## config.mk

```make
export PLATFORM = sky130hd
export DESIGN_NAME = herring_bus_ctrl
export DESIGN_NICKNAME = d
export VERILOG_FILES = /design/src/rtl/herring_bus_pkg.sv /design/src/rtl/herring_cs_decode.sv /design/src/rtl/herring_bus_ctrl.sv
export SDC_FILE = /design/constraint.sdc
export NUM_CORES = 1
export LEC_CHECK = 0
export CAP_MARGIN = 5
export CORE_MARGIN = 2
export CORE_UTILIZATION = 40
export DETAILED_ROUTE_END_ITERATION = 10
export GPL_TIMING_DRIVEN = 0
export PLACE_DENSITY_LB_ADDON = 0.1
export SYNTH_ARGS = -nofsm -noshare
export SYNTH_HDL_FRONTEND = slang
export SYNTH_SLANG_ARGS = --single-unit
```

## constraint.sdc

```tcl
create_clock -name clk_src -period 3.7 [get_ports clk_src]
set_input_delay 0.74 -clock clk_src [delete_from_list [all_inputs] [get_ports clk_src]]
set_output_delay 0.74 -clock clk_src [all_outputs]
set_load 0.01 [all_outputs]
```

## src/rtl/herring_bus_pkg.sv

```systemverilog
// Shared types, default memory map and field helpers for the Herring bus controller.
package herring_bus_pkg;

  typedef enum logic [1:0] {
    LOW     = 2'd0,
    HIGH    = 2'd1,
    STRETCH = 2'd2
  } phase_t;

  localparam int HB_NUM_CS       = 8;
  localparam int HB_WS_W         = 4;
  localparam int HB_DEFAULT_HALF = 512;

  // Widest chip-select table the field extractor accepts.
  localparam int MAX_CS = 32;

  // ACIA at 0x8000 (region 6), VIA at 0x8400 (region 5); every other region disabled.
  localparam logic [HB_NUM_CS*6-1:0]       HB_CS_BASE = {6'h00, 6'h20, 6'h21, 30'h0};
  localparam logic [HB_NUM_CS*6-1:0]       HB_CS_MASK = {6'h00, 6'h3F, 6'h3F, 30'h0};
  localparam logic [HB_NUM_CS*HB_WS_W-1:0] HB_CS_WAIT = '0;

  typedef struct packed {
    logic [5:0] base;
    logic [5:0] mask;
  } region_t;

  function automatic region_t region_fields(
    input logic [MAX_CS*6-1:0] base_vec,
    input logic [MAX_CS*6-1:0] mask_vec,
    input int                  idx
  );
    region_t r;
    r.base = base_vec[6*idx +: 6];
    r.mask = mask_vec[6*idx +: 6];
    return r;
  endfunction

endpackage

```

## src/rtl/herring_cs_decode.sv

```systemverilog
// Combinational priority decode of address[15:10] into active-low chip selects
// plus the wait-state count of the winning region.
module herring_cs_decode
  import herring_bus_pkg::*;
#(
  parameter int                         NUM_CS  = HB_NUM_CS,
  parameter int                         WS_W    = HB_WS_W,
  parameter logic [NUM_CS*6-1:0]        CS_BASE = HB_CS_BASE,
  parameter logic [NUM_CS*6-1:0]        CS_MASK = HB_CS_MASK,
  parameter logic [NUM_CS*WS_W-1:0]     CS_WAIT = HB_CS_WAIT
) (
  input  logic [5:0]        address,
  output logic [NUM_CS-1:0] cs_n,
  output logic [WS_W-1:0]   wait_sel
);

  localparam logic [MAX_CS*6-1:0] BASE_EXT = (MAX_CS*6)'(CS_BASE);
  localparam logic [MAX_CS*6-1:0] MASK_EXT = (MAX_CS*6)'(CS_MASK);

  region_t region;
  logic    found;

  // Lowest index wins; an all-zero mask means the region is unused.
  always_comb begin
    cs_n     = '1;
    wait_sel = '0;
    found    = 1'b0;
    region   = '0;
    for (int i = 0; i < NUM_CS; i++) begin
      region = region_fields(BASE_EXT, MASK_EXT, i);
      if (!found && (region.mask != 6'd0) &&
          ((address & region.mask) == (region.base & region.mask))) begin
        found    = 1'b1;
        cs_n[i]  = 1'b0;
        wait_sel = CS_WAIT[i*WS_W +: WS_W];
      end
    end
  end

endmodule

```

## src/rtl/herring_bus_ctrl.sv

```systemverilog
// Herring bus controller: programmable 65C02 clock with per-region wait-state stretching and chip-select decode.
// Optional single-step control is built when HERRING_BUS_STEP_EN is defined.
module herring_bus_ctrl
  import herring_bus_pkg::*;
#(
  parameter int                     NUM_CS       = HB_NUM_CS,
  parameter int                     DIV_W        = 16,
  parameter int                     DEFAULT_HALF = HB_DEFAULT_HALF,
  parameter int                     WS_W         = HB_WS_W,
  parameter logic [NUM_CS*6-1:0]    CS_BASE      = HB_CS_BASE,
  parameter logic [NUM_CS*6-1:0]    CS_MASK      = HB_CS_MASK,
  parameter logic [NUM_CS*WS_W-1:0] CS_WAIT      = HB_CS_WAIT
) (
  input  logic              clk_src,
  input  logic              rst_n,
  input  logic [5:0]        address,
  input  logic              rw,
  input  logic              cpu_clk_out,
  input  logic [DIV_W-1:0]  div_half,
  input  logic              div_load,
`ifdef HERRING_BUS_STEP_EN
  input  logic              step,
  input  logic              step_mode,
`endif
  output logic              cpu_clk_in,
  output logic [NUM_CS-1:0] cs_n,
  output logic              we_n,
  output logic              stretching
);

  localparam logic [DIV_W-1:0] RESET_HALF = DIV_W'(DEFAULT_HALF);

  phase_t            state;
  phase_t            state_next;
  logic [DIV_W-1:0]  count;
  logic [DIV_W-1:0]  count_next;
  logic [DIV_W-1:0]  half_active;
  logic [DIV_W-1:0]  half_active_next;
  logic [DIV_W-1:0]  half_pending;
  logic [DIV_W-1:0]  load_value;
  logic [DIV_W-1:0]  half_last;
  logic [WS_W-1:0]   wait_count;
  logic [WS_W-1:0]   wait_next;
  logic [WS_W-1:0]   wait_sel;
  logic [NUM_CS-1:0] decode_cs_n;
  logic              phase_done;
  logic              advance;

  herring_cs_decode #(
    .NUM_CS  (NUM_CS),
    .WS_W    (WS_W),
    .CS_BASE (CS_BASE),
    .CS_MASK (CS_MASK),
    .CS_WAIT (CS_WAIT)
  ) u_decode (
    .address  (address),
    .cs_n     (decode_cs_n),
    .wait_sel (wait_sel)
  );

  assign cs_n       = rst_n ? decode_cs_n : '1;
  assign we_n       = ~(cpu_clk_out & ~rw);
  assign load_value = (div_half == '0) ? DIV_W'(1) : div_half;
  assign half_last  = half_active - DIV_W'(1);
  assign phase_done = (count == half_last);

`ifdef HERRING_BUS_STEP_EN
  // In step mode the clock parks at the end of LOW until a step pulse releases one cycle.
  assign advance = !step_mode || step;
`else
  assign advance = 1'b1;
`endif

  always_comb begin
    state_next       = state;
    count_next       = count + DIV_W'(1);
    wait_next        = wait_count;
    half_active_next = half_active;
    unique case (state)
      LOW: begin
        if (phase_done) begin
          if (advance) begin
            state_next = HIGH;
            count_next = '0;
            wait_next  = wait_sel;
          end else begin
            count_next = count;
          end
        end
      end
      HIGH: begin
        if (phase_done) begin
          count_next = '0;
          state_next = (wait_count == '0) ? LOW : STRETCH;
        end
      end
      STRETCH: begin
        if (phase_done) begin
          count_next = '0;
          wait_next  = wait_count - WS_W'(1);
          if (wait_count == WS_W'(1)) state_next = LOW;
        end
      end
      default: begin
        state_next = LOW;
        count_next = '0;
      end
    endcase
    // A divisor loaded on the LOW-entry edge applies to that LOW phase.
    if ((state_next == LOW) && (state != LOW))
      half_active_next = div_load ? load_value : half_pending;
  end

  always_ff @(posedge clk_src or negedge rst_n) begin
    if (!rst_n) begin
      state        <= LOW;
      count        <= '0;
      wait_count   <= '0;
      half_active  <= RESET_HALF;
      half_pending <= RESET_HALF;
      cpu_clk_in   <= 1'b0;
      stretching   <= 1'b0;
    end else begin
      state        <= state_next;
      count        <= count_next;
      wait_count   <= wait_next;
      half_active  <= half_active_next;
      if (div_load) half_pending <= load_value;
      cpu_clk_in   <= (state_next != LOW);
      stretching   <= (state_next == STRETCH);
    end
  end

endmodule

```

Word-level counts from Yosys, hierarchy flattened
Index checks and enable logic that the tools add are counted.

Reduce and logical (&&, ||, !) cells: 12. Eq/ne operators: 9. Add/sub/neg operators: 3. Bitwise logic cells: 3. Muxes and demuxes: 17.

Operators by type and width (number): two-way mux 16 bit (4); adder 16 x 1 -> 16 bit, second input constant (1); == test 16 bit (1); logical NOT 16 bit (1); subtractor 16 x 1 -> 16 bit, second input constant (1); == test 6 bit, second input constant (2); two-way mux 2 bit (5); two-way mux 4 bit (2); one-hot mux 4 bit (2 select lines) (1); two-way mux 7 bit (1); one-hot mux 2 bit (3 select lines) (1); nonzero test 2 bit (3); == test 2 bit, second input constant (2); == test 4 x 1 -> 1 bit, second input constant (1); logical NOT 2 bit (2); logical NOT 4 bit (1); inequality test 2 bit, second input constant (2); subtractor 4 x 1 -> 4 bit, second input constant (1); two-way mux 1 bit (3); AND reduction 3 bit (1); OR reduction 3 bit (1); == test 2 x 1 -> 1 bit, second input constant (1); logical AND 1 bit (2); NOT 1 bit (2); 2 further kinds (2).

Bits in registers: 56. Bits of input ports: 27. Output and inout bits: 11. Logic and storage cells: 51.

Logic depth before layout (Yosys ltp)
Gate-level depths: netlist of the first run.

Word-level depth: 6. Mapped depth: 13. Gate-level depth less buffers: 10.

Cells and area by module
A second synthesis of the first run with hierarchy kept.

Cell total of the unflattened synthesis: 310. Area total of the unflattened synthesis: 3266.9 um^2.

Modules (own cells, without submodules): herring_bus_ctrl (seq. area each 1403.8 um^2, times used 1, cells each 294, area an instance 3145.5 um^2); herring_cs_decode (seq. area each 0.0 um^2, times used 1, cells each 16, area an instance 121.4 um^2).

Least setup slack after synthesis of the first run
No wires, ideal clock.

Path type: reg2reg. Start point: reg half_active[0]. End point: reg half_active[10]. Path slack: 0.320 ns. Data required time: 3.575 ns. Arrival time: 3.255 ns. Stages on the path, launching flop included: 12. Setup time: 0.125 ns. Buffers on the path: 1. Clock period less this slack: 3.380 ns. Cell sequence: dfrtp_1 > inv_1 > ha_1 > or4b_2 > o31a_1 > nor4_1 > nand4_1 > a2111o_1 > a211o_1 > nand2_1 > buf_4 > mux2_2.

Longest elaborated chain between the ends: 6. Elaborated cells between the ends (all ways): 8. Classes of those cells: 1 x add/sub; 1 x eq/ne; 4 x mux; 2 x reduce/logical.

RTL lines: from (decl) (RTL line herring_bus_ctrl.sv:37) `logic [DIV_W-1:0] half_active;`; from (signal assigned) (RTL line herring_bus_ctrl.sv:127) `half_active <= half_active_next;`; subtractor 16 x 1 -> 16 bit * (RTL line herring_bus_ctrl.sv:64) `assign half_last = half_active - DIV_W'(1);`; == test 16 bit * (RTL line herring_bus_ctrl.sv:65) `assign phase_done = (count == half_last);`; two-way mux 2 bit (on tied branches) (RTL line herring_bus_ctrl.sv:98, herring_bus_ctrl.sv:81, herring_bus_ctrl.sv:92); one-hot mux 2 bit (3 select lines) * (RTL line herring_bus_ctrl.sv:79) `unique case (state)`; logical NOT 2 bit * (RTL line herring_bus_ctrl.sv:110) `if ((state_next == LOW) && (state != LOW))`; logical AND 1 bit * (RTL line herring_bus_ctrl.sv:110).

Every way passes the cells marked *; elsewhere a longest branch is shown, timed or not. A chain may end at the register's enable or synchronous reset.

Final worst setup path of the first run
Start point: reg half_active[0]. End point: reg cpu_clk_in.

Longest elaborated chain between the ends: 5. Elaborated cells between the ends (all ways): 7. Classes of those cells: 1 x add/sub; 1 x eq/ne; 4 x mux; 1 x reduce/logical.

RTL lines: subtractor 16 x 1 -> 16 bit * (RTL line herring_bus_ctrl.sv:64); == test 16 bit * (RTL line herring_bus_ctrl.sv:65); two-way mux 2 bit (on tied branches) (RTL line herring_bus_ctrl.sv:98, herring_bus_ctrl.sv:81, herring_bus_ctrl.sv:92); one-hot mux 2 bit (3 select lines) * (RTL line herring_bus_ctrl.sv:79); nonzero test 2 bit * (RTL line herring_bus_ctrl.sv:129) `cpu_clk_in <= (state_next != LOW);`; to (signal assigned) (RTL line herring_bus_ctrl.sv:129); to (decl) (RTL line herring_bus_ctrl.sv:25) `output logic cpu_clk_in,`.

Marks and branches as above.

==> results.md, run 1 <==
- Run status: complete, no violations
- Synth Flop Type: dfrtp_1
- H-tree Lvls: 2
- Fin crit share: a little over nine tenths
- Clock power frac: approximately a third
- Io pins: 38
- Die W: ~91 microns
- Worst Path Required: just under 4 ns
- Worst-path clk slew: around 0.1 ns
- Placeable Area: around 7300 sq um
- Final RePlAce weighted congestion: 0.758
- First-pass GRT wire length: between 10000 and 15000 microns
- Total global routing overflow: 0
- DRC: 0
- 1st-iter DRT viols: 49
- Finished Layout Cells: 427
- Final setup skew: approximately 0.0047 ns
- Leading area contributor after synthesis: dfrtp_1
- Port buffer count: 30
- CP top delay family: simple AND/OR/NAND/NOR gates
- Crit end category: flop
- Max_cap viols: 0
- CTS tree: built
- Synthesized flop and latch total: 56
- Worst R2R End: cpu_clk_in
- Peak supply drop: ~0.13 mV
- Critical path arrival: 3.81 ns
- Internal: 826 uW
- Routed via count: approximately 2100
- Row count: 31
- Area share of the largest cell type after synthesis: roughly 44%
- List of most frequent post-synthesis cells: 54 x dfrtp_1, 32 x mux2_2, 28 x nor2_1
- Routed Antenna Nets: 0
- Synth area leaders: dfrtp_1 44%, mux2_2 12%, xor2_1 4.9%
- Comb pwr share: 7.9%
- Reg-to-Reg Start: half_active[0]
- Yosys warns: 0
- Utilization after layout: between 40% and 50%
- Worst setup SP type: flop
- Slowest library cell on the worst path: or4b_4
- Clock buffer depth: 2
- Worst skew pair latency: a little over 0.3 ns
- Total track usage: between 15 and 20%
- Flop pwr share: between 50% and 60%
- Min Tclk post-route: between 3 and 4 ns
- Synth cell types: 50
- Flop-to-flop setup slack: 0.12 ns
- CP Buf/Inv Count: 2
- FF/Latch Area: roughly 1400 sq um
- Antenna cells: 0
- Die Y: ~91 microns
- P_sw: approximately 230 uW
- Nets: about 360
- Tot Pwr: 1060 uW
- Total wire length: a little over 6000 microns
- Layout area overhead: 19.0%
- Least-Margin Pin Slew: ~0.75 ns
- CP Max Fanout: 7
- TritonRoute pass-1 iters: 4
- CTS Buf Count: 5
- FILL cells: 657
- Layout cells sized above 1: between 20% and 30%
- FF-to-FF path depth: 11
- Die Area: 8330 sq um
- CP cell instances: inv_1, ha_2, or3b_1, or4_1, a21o_1, a32o_1, a2111o_1, or2_1, buf_6, or4b_4, o211ai_1
- DP Wirelength: ~4500 microns
- RSZ-0062 raised after global routing: no
- Synthesized area: 3050 sq um
- Vias in the first global route: approximately 2100
- Static Leakage: about 0.0016 uW
- CTS sink cnt: 56
- Final Hold Viols: 0
- PD cells: 293 nW/um^2
- Setup TNS: 0 ns
- Largest net degree at the start of global routing: 34
- WL per Instance: between 10 and 15 microns
- Final slew viol count: 0
- Most instantiated library cell after synthesis: dfrtp_1
- Vias per cell: roughly 5
- Crit Path Class: reg -> reg
- Root Driver: clkbuf_8
- Area of the multi-input gates: 1520 sq um
- Largest stage delay, worst path: 0.52 ns
- Final setup fails: 0
- Max Clock Freq: 279 MHz
- Worst hold path class: in -> async
- Initial core utilization: 41.6%
- Worst hold slack: between 0.4 and 0.5 ns
- Syn Area/Cell: ~11 sq um
- Switch share: approximately 22%
- Initial antenna violation count: 0
- Register area share after synthesis: a little under half
- Cell total after placement: around 420
- Slew HR: around 50%
- Synth Instances: 284
- Ys async rst share: 100%
- Post-synth EDFFs: 0
-- kinds of logic after synthesis --
group | Yosys count | share of synthesized area (%)
and+or+nand+nor | 101 | 18.1
muxes | 37 | 13.5
adders and majority gates | 4 | 1.64
AOI/OAI and AO/OA | 25 | 6.24
buffers and inverters | 28 | 5.17
xor gates and xnor gates | 32 | 9.20
DFF | 56 | 46.1
other | 1 | 0.123
-- worst max-delay path by stage --
stage	startpoint	endpoint	slack, ns	cells past startpoint
6_report	half_active[0]	cpu_clk_in	0.12	11
5_1_grt	half_active[0]	cpu_clk_in	0.01	11
4_1_cts	half_active[0]	cpu_clk_in	0.01	11
3_5_place_dp	half_active[0]	half_active[15]	-0.16	11
3_3_place_gp	rst_n	cs_n[6]	-1.03	3
2_1_floorplan	half_active[0]	half_active[10]	0.32	11
-- sequential cells by signal, summed over array words and instances, names as in the netlist --
name / flops
half_pending: 16
cpu_clk_in: 1
stretching: 1
wait_count: 4
count: 16
state: 2
half_active: 16
-- power groups by stage --
stage | sequential, uW | clock [uW] | combinational, uW
after floorplan | 644 | 0 | 33.4
after global placement | 645 | 0 | 82.0
after detailed placement | 646 | 0 | 85.4
after CTS | 634 | 360 | 85.4
after global routing | 636 | 383 | 92.7
final | 633 | 344 | 83.5
-- worst register-to-register path, cell delays in order (launching register included) --
cell and delay (ns):
dfrtp_2 0.45, inv_1 0.07, ha_2 0.23, or3b_1 0.48
or4_1 0.43, a21o_1 0.18, a32o_1 0.22, a2111o_1 0.43
or2_1 0.24, buf_6 0.13, or4b_4 0.52, o211ai_1 0.10
-- placed cells by master, fill, tap and decap left out, drive strengths merged, types with 3 or more instances in the layout --
cell,netlist,layout
conb,1,6
inv,4,4
nor3,8,8
clkdlybuf4s50,0,29
nand4b,3,3
dfrtp,54,54
xnor2,15,15
buf,14,16
nor2b,3,3
nor2,28,28
o31ai,5,5
or4,5,5
nand3,11,11
nand2,14,14
nand3b,3,3
mux2i,5,5
and3,5,5
clkbuf,10,16
mux2,32,32
xor2,17,17
ha,4,4
o21ai,4,4
nor4,8,8
-- final cells by class --
class / instances / share of cell area [%]
Inverter: 4 / 0.414
Tap cell: 99 / 3.42
Timing Repair Buffer: 32 / 8.90
Multi-Input combinational cell: 205 / 42.0
Clock buffer: 6 / 2.28
Buffer: 23 / 4.00
Sequential cell: 56 / 38.8
Clock inverter: 2 / 0.276
-- repair_timing --
item	4_1_cts	5_1_grt
pin swaps	0	1
setup endpoints to repair	10	23
setup buffers	0	1
gates resized for setup	3	4
hold buffers	0	0
cloned	0	0
-- stage by stage --
stage                     instance area, sq um  worst slack [ns]
final                                     3630             0.119
after global routing                      3630            0.0104
after CTS                                 3610            0.0114
after detailed placement                  3510            -0.165
after global placement                    3490             -1.03
after floorplan                           3070             0.320
-- metal layers --
layer | part of all wire (%) | GRT usage [%] | vias up
met5 | 0 | 0 | -
met4 | 0.97 | 4.17 | 0
met3 | 3.0 | 2.82 | 6
met2 | 45 | 23.0 | 28
met1 | 51 | 22.3 | 1026
li1 | - | - | 1075
Power figures use the tool's default switching activity.
==> run 2: changes to the inputs <==
--- a/config.mk
+++ b/config.mk
@@ -11,6 +11,7 @@
 export DETAILED_ROUTE_END_ITERATION = 10
 export GPL_TIMING_DRIVEN = 0
 export PLACE_DENSITY_LB_ADDON = 0.1
+export SKIP_LAST_GASP = 1
 export SYNTH_ARGS = -nofsm -noshare
 export SYNTH_HDL_FRONTEND = slang
 export SYNTH_SLANG_ARGS = --single-unit
==> results of run 2 <==
The final DEF is identical to that of run 1; final timing and power are the same.
==> run 3: changes to the inputs <==
--- a/config.mk
+++ b/config.mk
@@ -5,9 +5,8 @@
 export SDC_FILE = /design/constraint.sdc
 export NUM_CORES = 1
 export LEC_CHECK = 0
-export CAP_MARGIN = 5
 export CORE_MARGIN = 2
-export CORE_UTILIZATION = 40
+export CORE_UTILIZATION = 50
 export DETAILED_ROUTE_END_ITERATION = 10
 export GPL_TIMING_DRIVEN = 0
 export PLACE_DENSITY_LB_ADDON = 0.1
==> run 3 against run 2 <==
Non-clock buffer count fell by 1; sequential power is essentially flat; wire length fell by 3.1%; critical endpoint is now half_active[10]; largest power group unchanged.
==> results.md, run 3 (same netlist as run 1, synthesis figures left out) <==
- Run status: complete, no violations
- Crit end category: flop
- DRC: 0
- Io pins: 38
- FILL cells: ~510
- CP Max Fanout: 10
- FF-to-FF path depth: 11
- PD cells: 293 nW/um^2
- Worst Path Required: slightly below 4 ns
- Final Worst Setup Slack: 0.139 ns
- Final Hold Viols: 0
- Peak supply drop: about 0.20 mV
- Antenna cells: 0
- Fin crit share: roughly 96%
- Nets: ~360
- Vias in the first global route: a little over 2000
- Area of the multi-input gates: roughly 1500 sq um
- CP startpoint: half_active[0]
- Final setup fails: 0
- FF/Latch Area: 1410 sq um
- Port buffer count: 30
- Die W: ~82 microns
- Utilization after layout: around three fifths
- Initial core utilization: approximately 50%
- Final slew viol count: 0
- Initial antenna violation count: 0
- Least-Margin Pin Slew: approximately 0.52 ns
- First-pass GRT wire length: between 9000 and 10000 microns
- Total global routing overflow: 0
- Post-Place Cell Area: approximately 3500 sq um
- Crit Path Class: reg -> reg
- Die Area: ~6700 sq um
- Worst skew pair latency: 0.31 ns
- Layout area overhead: 17.9%
- Total wire length: approximately 5900 microns
- Flop-to-flop setup slack: roughly 0.14 ns
- Min Tclk post-route: about 3.6 ns
- Worst slack, placed: -0.152 ns
- Reg-to-Reg Start: half_active[0]
- Static Leakage: between 0.0015 and 0.002 uW
- WL per Instance: roughly 15 microns
- Worst-path clk slew: ~0.10 ns
- Registers with the most flip-flops: count x16, half_active x16, half_pending x16
- Worst R2R End: half_active[10]
- CTS tree: built
- Largest net degree at the start of global routing: 38
- TritonRoute pass-1 iters: 4
- Worst hold path class: in -> async
- Routed Antenna Nets: 0
- Crit path to: half_active[10]
- Max Clock Freq: roughly 280 MHz
- Placeable Area: slightly below 6000 sq um
- 1st-iter DRT viols: about 90
- Clock buffer depth: 2
- Final RePlAce weighted congestion: approximately 0.76
- Critical path arrival: 3.76 ns
- Max_cap viols: 0
- Root Driver: clkbuf_8
- Final setup skew: between 0.004 and 0.005 ns
- RSZ-0062 raised after global routing: no
- CTS sink cnt: between 50 and 60
- Routed via count: 2141
- Total track usage: between 10% and 20%
- Vias per cell: 5.33
- Layout cells sized above 1: a little over 20%
- Die Y: approximately 82 microns
- Worst setup SP type: flop
- Row count: 28
- Slew HR: 65.0%
- H-tree Lvls: 2
- Commonest non-fill, non-tap cell in the layout: dfrtp_1
- Design area: between 3000 and 4000 sq um
- DP Wirelength: approximately 4400 microns
- Most frequent cells in the layout: 53 x dfrtp_1, 32 x mux2_2, 29 x clkdlybuf4s50_1
- CTS Buf Count: 5
-- run 3: cell types whose count changed in the layout (fill, tap and decap cells not counted), sizes merged --
cell / change
inv: +1
buf: -1
clkbuf: -1
-- run 3: critical path, stage by stage, from the launching register on --
cell and delay (ns):
dfrtp_2 0.46, inv_1 0.07, ha_2 0.23, or4b_2 0.62, o31a_1 0.27, nor4_2 0.27
nand4_1 0.15, a2111o_1 0.43, a211o_1 0.29, nand2_4 0.15, buf_6 0.17, mux2_2 0.34
-- run 3: worst min-delay path by stage --
stage,startpoint,slack (ns),depth (start not counted),to
after floorplan,rst_n,0.44,0,count[0]
after global placement,half_pending[7],0.48,1,half_pending[7]
after detailed placement,half_pending[13],0.48,1,half_pending[13]
after CTS,rst_n,0.41,1,half_pending[1]
after global routing,rst_n,0.41,1,half_pending[1]
final,rst_n,0.40,1,half_pending[1]
-- run 3: where the power goes --
part / total (uW) / leakage (uW) / internal, uW / switching (uW)
clock network: 337 / 0.0000485 / 136 / 201
registers: 633 / 0.000725 / 629 / 3.79
logic: 82.8 / 0.000844 / 47.0 / 35.8
total: 1050 / 0.00162 / 812 / 240
-- run 3: repair_timing --
| item | in CTS | in global routing |
|---|---|---|
| gates resized for setup | 3 | 5 |
| hold endpoints to repair | 0 | 0 |
| cloned | 0 | 0 |
| pin swaps | 0 | 1 |
| hold buffers | 0 | 0 |
| setup buffers | 0 | 0 |
| setup endpoints to repair | 10 | 23 |
-- run 3: final cells by class --
| class | instances | share of cell area, % |
|---|---|---|
| Buffer | 23 | 4.04 |
| Clock buffer | 5 | 1.92 |
| Clock inverter | 3 | 0.627 |
| Inverter | 4 | 0.418 |
| Multi-Input combinational cell | 205 | 42.5 |
| Sequential cell | 56 | 39.1 |
| Tap cell | 75 | 2.61 |
| Timing Repair Buffer | 31 | 8.77 |
-- run 3: per-stage QoR --
step	setup TNS [ns]	total power [uW]	cells	hold WS [ns]
floorplan	0	678	289	0.444
global placement	-2.67	727	394	0.481
detailed placement	-1.37	730	395	0.484
CTS	0	1070	403	0.405
global route	0	1110	402	0.409
finish	0	1050	402	0.397
-- run 3: per-layer routing --
metal  global-route usage, %  vias up  share of wire, %
li1                        -     1077                 -
met1                    26.7     1033                51
met2                    30.4       25                45
met3                    3.63        6               2.4
met4                    6.33        0               1.8
met5                       0        -                 0
